$ cat src/rtl/serial_byte_rx.sv
// Start/8-data/stop serial receiver with a two-flop input synchroniser.
// Q is loaded only on a good stop bit; Valid qualifies the downstream byte register.
module serial_byte_rx #(
  parameter int CLKS_PER_BIT = 4,
  parameter int WIDTH        = 8
) (
  input  logic             Clk,
  input  logic             Rst,
  input  logic             Rx,
  output logic [WIDTH-1:0] Q,
  output logic             Valid,
  output logic             Frame_Err,
  output logic             Busy
);

  localparam int CNT_W = (CLKS_PER_BIT > 1) ? $clog2(CLKS_PER_BIT) : 1;
  localparam int IDX_W = $clog2(WIDTH + 1);

  localparam logic [CNT_W-1:0] HALF_M1  = CNT_W'(CLKS_PER_BIT / 2 - 1);
  localparam logic [CNT_W-1:0] FULL_M1  = CNT_W'(CLKS_PER_BIT - 1);
  localparam logic [IDX_W-1:0] LAST_IDX = IDX_W'(WIDTH - 1);

  typedef enum logic [2:0] {
    S_IDLE,
    S_START,
    S_DATA,
    S_STOP,
    S_WAIT_HIGH
  } state_t;

  state_t           r_state;
  logic [CNT_W-1:0] r_cnt;
  logic [IDX_W-1:0] r_bit_idx;
  logic [WIDTH-1:0] r_shift;
  logic             r_sync1;
  logic             r_sync2;
  logic             w_rx_s;

  // Flops reset high so a reset never looks like a start bit.
  always_ff @(posedge Clk) begin
    if (!Rst) begin
      r_sync1 <= 1'b1;
      r_sync2 <= 1'b1;
    end else begin
      r_sync1 <= Rx;
      r_sync2 <= r_sync1;
    end
  end

  assign w_rx_s = r_sync2;

  always_ff @(posedge Clk) begin
    if (!Rst) begin
      r_state   <= S_IDLE;
      r_cnt     <= '0;
      r_bit_idx <= '0;
      r_shift   <= '0;
      Q         <= '0;
      Valid     <= 1'b0;
      Frame_Err <= 1'b0;
      Busy      <= 1'b0;
    end else begin
      Valid     <= 1'b0;
      Frame_Err <= 1'b0;
      case (r_state)
        S_IDLE: begin
          if (!w_rx_s) begin
            r_state <= S_START;
            r_cnt   <= '0;
            Busy    <= 1'b1;
          end
        end
        S_START: begin
          if (r_cnt == HALF_M1) begin
            r_cnt <= '0;
            if (!w_rx_s) begin
              r_state   <= S_DATA;
              r_bit_idx <= '0;
            end else begin
              r_state <= S_IDLE;
              Busy    <= 1'b0;
            end
          end else begin
            r_cnt <= r_cnt + CNT_W'(1);
          end
        end
        S_DATA: begin
          if (r_cnt == FULL_M1) begin
            r_cnt     <= '0;
            // LSB first: after WIDTH shifts bit 0 sits at r_shift[0].
            r_shift   <= {w_rx_s, r_shift[WIDTH-1:1]};
            r_bit_idx <= r_bit_idx + IDX_W'(1);
            if (r_bit_idx == LAST_IDX) r_state <= S_STOP;
          end else begin
            r_cnt <= r_cnt + CNT_W'(1);
          end
        end
        S_STOP: begin
          if (r_cnt == FULL_M1) begin
            r_cnt <= '0;
            if (w_rx_s) begin
              Q       <= r_shift;
              Valid   <= 1'b1;
              r_state <= S_IDLE;
              Busy    <= 1'b0;
            end else begin
              Frame_Err <= 1'b1;
              r_state   <= S_WAIT_HIGH;
            end
          end else begin
            r_cnt <= r_cnt + CNT_W'(1);
          end
        end
        S_WAIT_HIGH: begin
          // A line stuck low after a bad stop must not start a new frame.
          if (w_rx_s) begin
            r_state <= S_IDLE;
            Busy    <= 1'b0;
          end
        end
        default: begin
          r_state <= S_IDLE;
          Busy    <= 1'b0;
        end
      endcase
    end
  end

endmodule

$ cat config.mk
export PLATFORM = sky130hd
export DESIGN_NAME = serial_byte_rx
export DESIGN_NICKNAME = d
export VERILOG_FILES = /design/src/rtl/serial_byte_rx.sv
export SDC_FILE = /design/constraint.sdc
export NUM_CORES = 1
export LEC_CHECK = 0
export BUFFER_PORTS_ARGS = -buffer_cell sky130_fd_sc_hd__buf_2
export CAP_MARGIN = 20
export CORE_UTILIZATION = 30
export DETAILED_ROUTE_END_ITERATION = 7
export GPL_ROUTABILITY_DRIVEN = 0
export MAX_ROUTING_LAYER = met4
export PLACE_DENSITY_LB_ADDON = 0.1
export SLEW_MARGIN = 30
export SYNTH_ARGS = -nofsm -noshare
export SYNTH_HDL_FRONTEND = slang
export SYNTH_SLANG_ARGS = --single-unit
$ cat constraint.sdc
create_clock -name Clk -period 1.7 [get_ports Clk]
set_clock_uncertainty 0.05 [all_clocks]
set_input_delay 0.085 -clock Clk [delete_from_list [all_inputs] [get_ports Clk]]
set_output_delay 0.085 -clock Clk [all_outputs]
set_load 0.1 [all_outputs]
== After elaboration in Yosys (flattened, before gate mapping) ==
Cells that the tools add are included.

* Output and inout bits: 11
* Bits in registers: 30
* Input port bits: 3

* Muxes and demuxes: 24
* Bitwise gates (word level): 1
* Eq/ne operators: 14
* Add/subtract/negate cells: 2
* Reduce and logical (&&, ||, !) cells: 11

{| class="wikitable"
|+ Operators with widths
! kind !! count
|-
| 3-bit two-way mux || 7
|-
| 3-bit case mux with 5 select lines || 1
|-
| 2-bit != test (second input constant) || 7
|-
| 4-bit two-way mux || 3
|-
| 2-bit two-way mux || 4
|-
| 4-bit case mux with 2 select lines || 1
|-
| 4-bit AND reduction || 2
|-
| 3-bit by 2-bit equality test with 1-bit output (second input constant) || 2
|-
| 1-bit two-way mux || 6
|-
| 2-bit case mux with 3 select lines || 1
|-
| 3-bit AND reduction || 2
|-
| 6-bit AND reduction || 1
|-
| 1-bit case mux with 5 select lines || 1
|-
| 4-bit by 1-bit adder with 4-bit output (second input constant) || 1
|-
| 4-bit by 3-bit equality test with 1-bit output (second input constant) || 1
|-
| 2-bit AND reduction || 2
|-
| 3-bit by 1-bit equality test with 1-bit output (second input constant) || 1
|-
| 3-bit equality test (second input constant) || 1
|-
| 3-bit logical NOT || 1
|-
| 3-bit nonzero test || 1
|-
| 2-bit by 1-bit adder with 2-bit output (second input constant) || 1
|-
| 2-bit by 1-bit equality test with 1-bit output (second input constant) || 1
|-
| 2-bit equality test (second input constant) || 1
|-
| 2-bit nonzero test || 1
|-
| 2 further kinds || 2
|}

== Logic depth before layout (Yosys ltp) ==
* Word-level depth: 4
* Depth in mapped cells: 7
* Depth with buffers taken out: 6

== Least setup slack after synthesis ==
No wires, ideal clock.

* Kind: register to register
* From: register Busy (netlist name)
* To: register Busy
* Arrival: 1.366 ns
* Period minus slack after synthesis: 1.474 ns
* Cell stages (with the launch flop): 4
* Library setup time: 0.058 ns
* Required time: 1.592 ns
* Slack: 0.226 ns
* Buffers on the path: 0
* Path through: dfxtp_1 > nand3_1 > a211oi_1 > a31o_1

{| class="wikitable"
|+ RTL lines
! what !! line !! text
|-
| end signal: assignment || 61 || <nowiki>Busy <= 1'b0;</nowiki>
|-
| end signal: assignment || 70 || <nowiki>Busy <= 1'b1;</nowiki>
|-
| end signal: assignment || 81 || <nowiki>Busy <= 1'b0;</nowiki>
|-
| end: declaration || 13 || <nowiki>output logic Busy</nowiki>
|}

== Final worst setup path ==
* From: register r_state[2]
* To: register Q[3]

* Cells in the longest elaborated chain, start to end: 2

{| class="wikitable"
|+ RTL lines
! what !! line !! text
|-
| start: declaration || 31 || <nowiki>state_t r_state;</nowiki>
|-
| start signal: assignment || 54 || <nowiki>r_state <= S_IDLE;</nowiki>
|-
| start signal: assignment || 68 || <nowiki>r_state <= S_START;</nowiki>
|-
| start signal: assignment || 77 || <nowiki>r_state <= S_DATA;</nowiki>
|-
| 3-bit by 2-bit equality test with 1-bit output || 65 || <nowiki>case (r_state)</nowiki>
|-
| 3-bit AND reduction (no source line) || -- ||
|-
| end signal: assignment || 102 || <nowiki>Q <= r_shift;</nowiki>
|-
| end: declaration || 10 || <nowiki>output logic [WIDTH-1:0] Q,</nowiki>
|}

No other way between the ends.
A chain may end at the register's enable or synchronous reset.

==> impl_metrics.ini <==
[worst_setup_path]
worst_setup_path_end_kind = register
cp.arrival_ns = 1.61
r2r_end = Q[3]$_SDFFE_PN0P_
worstPathCellList = and2b_1, nand4_1, buf_12, mux2i_1, nor2_1
r2r_slack_ns = 0.20
r2r_start = r_state[2]$_SDFFE_PN0P_
cp_slowest_stage_delay_ns = 0.49
startpoint_type = register
cp.depth = 5
cp-startpoint = r_state[2]$_SDFFE_PN0P_
critPathMaxFanout = 9
path_class = register to register
slowest_stage = dfxtp_1
crit_family = flip-flops
critPathCapture = Q[3]$_SDFFE_PN0P_
crit_required_ns = 1.81
r2r_cells = 5
crit_buf_inv = 1

[hold_path]
hp-start = Rst
hp-class = input port to register

[global_route]
antenna_found_initial = 0
overflow = 0
grt_max_degree = 24
grt_pass1_wl_um = 4370
globalRouteTotalUtil_pct = 13.4
grt_pass1_vias = 990

[layout]
antennaDiodeCount = 0
n_fill_cell = 429
final_cell_mix = 30 x dfxtp_1, 19 x nand2_1, 17 x nor2_1
fin_cells = 214
final_common_cell = dfxtp_1
final_util_pct = 38.5
syn2layout_area_growth_pct = 19.7
fin_nets = 171
drive_gt1_share_pct = 20.7

[floorplanning]
die_h_um = 68.1
core_area_mm2 = 0.00409
rows = 23
die_x_um = 68.1
die_area_mm2 = 0.00464
start_util_pct = 32.1
ios = 14

[timing]
setup_viol = 0
period_share_pct = 88.3
worstMarginPinSlew_ns = 0.486
finalHoldViolCount = 0
slew_headroom_pct = 67.9
setup_ws_ns = 0.200
rsz0062_at_grt = no
fin_crit_ns = 1.50
timing.fmax_mhz = 667
setup_tns_ns = 0
slew_violations = 0

[pwr]
power_density_mw_per_mm2 = 960
ir_drop_mv = 0.437
leakage_nw = 0.656

[clock_network]
cts_made_buffers = 5
clk_latency_ns = 0.27
clockBufferDepth = 2
cts_htree_levels = 2
clkSlewWorstSetupHoldPaths_ns = 0.06
clock-sinks = 30
cts_tree = yes
cts_root_buffer = clkbuf_8
cts_setup_buffers = 0

[synthesis]
ys_warn_count = 0
async_flop_share_pct = 0
ys_ff_latch = 30
synth_top_flop_cell = dfxtp_1
synthTopCellsByArea = dfxtp_1 46%, mux2i_1 7.6%, nand2_1 5.4%
syn_area_per_cell_um2 = 9.05
synth_nets = 152
synth_largest_area_cell = dfxtp_1
synthCells = 145
synth_top_area_share_pct = 45.8
ys_seq_area_share_pct = 45.8
synth_edf_count = 0
syn-cell-area_mm2 = 0.00131
synth.distinct_cells = 32

[route]
initialDrtViolationCount = 28
ant_nets = 0
wirelength_um = 2610
wl_per_cell_um = 12.2
drc = 0
first_pass_iters = 4
via_per_inst = 4.94
vias = 1057

[job]
cap_violations = 0

[placement]
io_buffer_count = 13
dpl.hpwl_um = 1810
dp_slack_ns = 0.0916
place_inst = 206

[run_status]
status = completed
logic make-up (layout without fill, tap and decap cells):
group | Yosys count | count (layout) | synth area share, %
AO/OA/AOI/OAI | 27 | 27 | 13.1
multiplexers | 10 | 10 | 7.63
adder cells (fa/ha/maj) | 4 | 4 | 3.81
AND/OR/NAND/NOR | 59 | 59 | 22.7
flip-flops | 30 | 30 | 45.8
buffers and inverters | 15 | 34 | 7.05
cell type report:
class	instances	area (µm²)	area share, %
clock buffer	6	82.6	5.25
clock inverter	1	30.0	1.91
inverter	4	15.0	0.955
multi-input combinational	100	626	39.8
sequential	30	601	38.2
tap	50	62.6	3.98
timing repair buffer	23	155	9.87
synthesized netlist by cell type, types with 3 or more instances:
cell type,number
clkbuf_1,3
buf_2,3
a211oi_1,4
dfxtp_1,30
nand2b_1,5
ha_1,4
mux2i_1,10
nand2_1,19
nand3_1,5
a21oi_1,13
inv_1,4
nor2_1,17
nand4_1,3
registers in the layout, indices dropped and copies added (netlist names):
register,count
Busy,1
Frame_Err,1
Q,8
Valid,1
r_bit_idx,4
r_cnt,2
r_shift,8
r_state,3
r_sync1,1
r_sync2,1
stage by stage:
step                hold slack [ns]  area (µm²)  total power [mW]
CTS                          0.0219        1570              1.53
global placement              0.218        1440             0.804
global route                 0.0436        1570              1.58
detailed placement            0.223        1440             0.806
floorplan                     0.108        1310             0.786
finish                       0.0257        1570              1.51
per-layer routing:
layer	GRT usage [%]	vias up	share of wire, %
met2	22.2	17	49
met4	5.47	0	0.88
li1	-	539	-
met1	15.0	499	47
met5	-	-	0
met3	4.00	2	3.1
worst min-delay path by stage:
stage                          to  slack [ns]  cells after the start
2_1_floorplan  r_sync1$_SDFF_PN1_        0.11                      1
3_3_place_gp   r_sync1$_SDFF_PN1_        0.22                      2
3_5_place_dp   r_sync1$_SDFF_PN1_        0.22                      2
4_1_cts        r_sync2$_SDFF_PN1_        0.02                      2
5_1_grt        r_sync1$_SDFF_PN1_        0.04                      2
6_report       r_sync2$_SDFF_PN1_        0.03                      2
power by group:
group | switching (mW) | total (mW) | internal (mW)
registers | 0.00773 | 0.719 | 0.712
logic | 0.0469 | 0.0725 | 0.0256
clock network | 0.249 | 0.717 | 0.468
total | 0.303 | 1.51 | 1.21
repair_timing:
action,in CTS,in global routing
endpoints found under the setup margin,0,11
endpoints found under the hold margin,1,0
hold buffers,1,0
resized for setup,0,2
(Power assumes the default switching activity.)
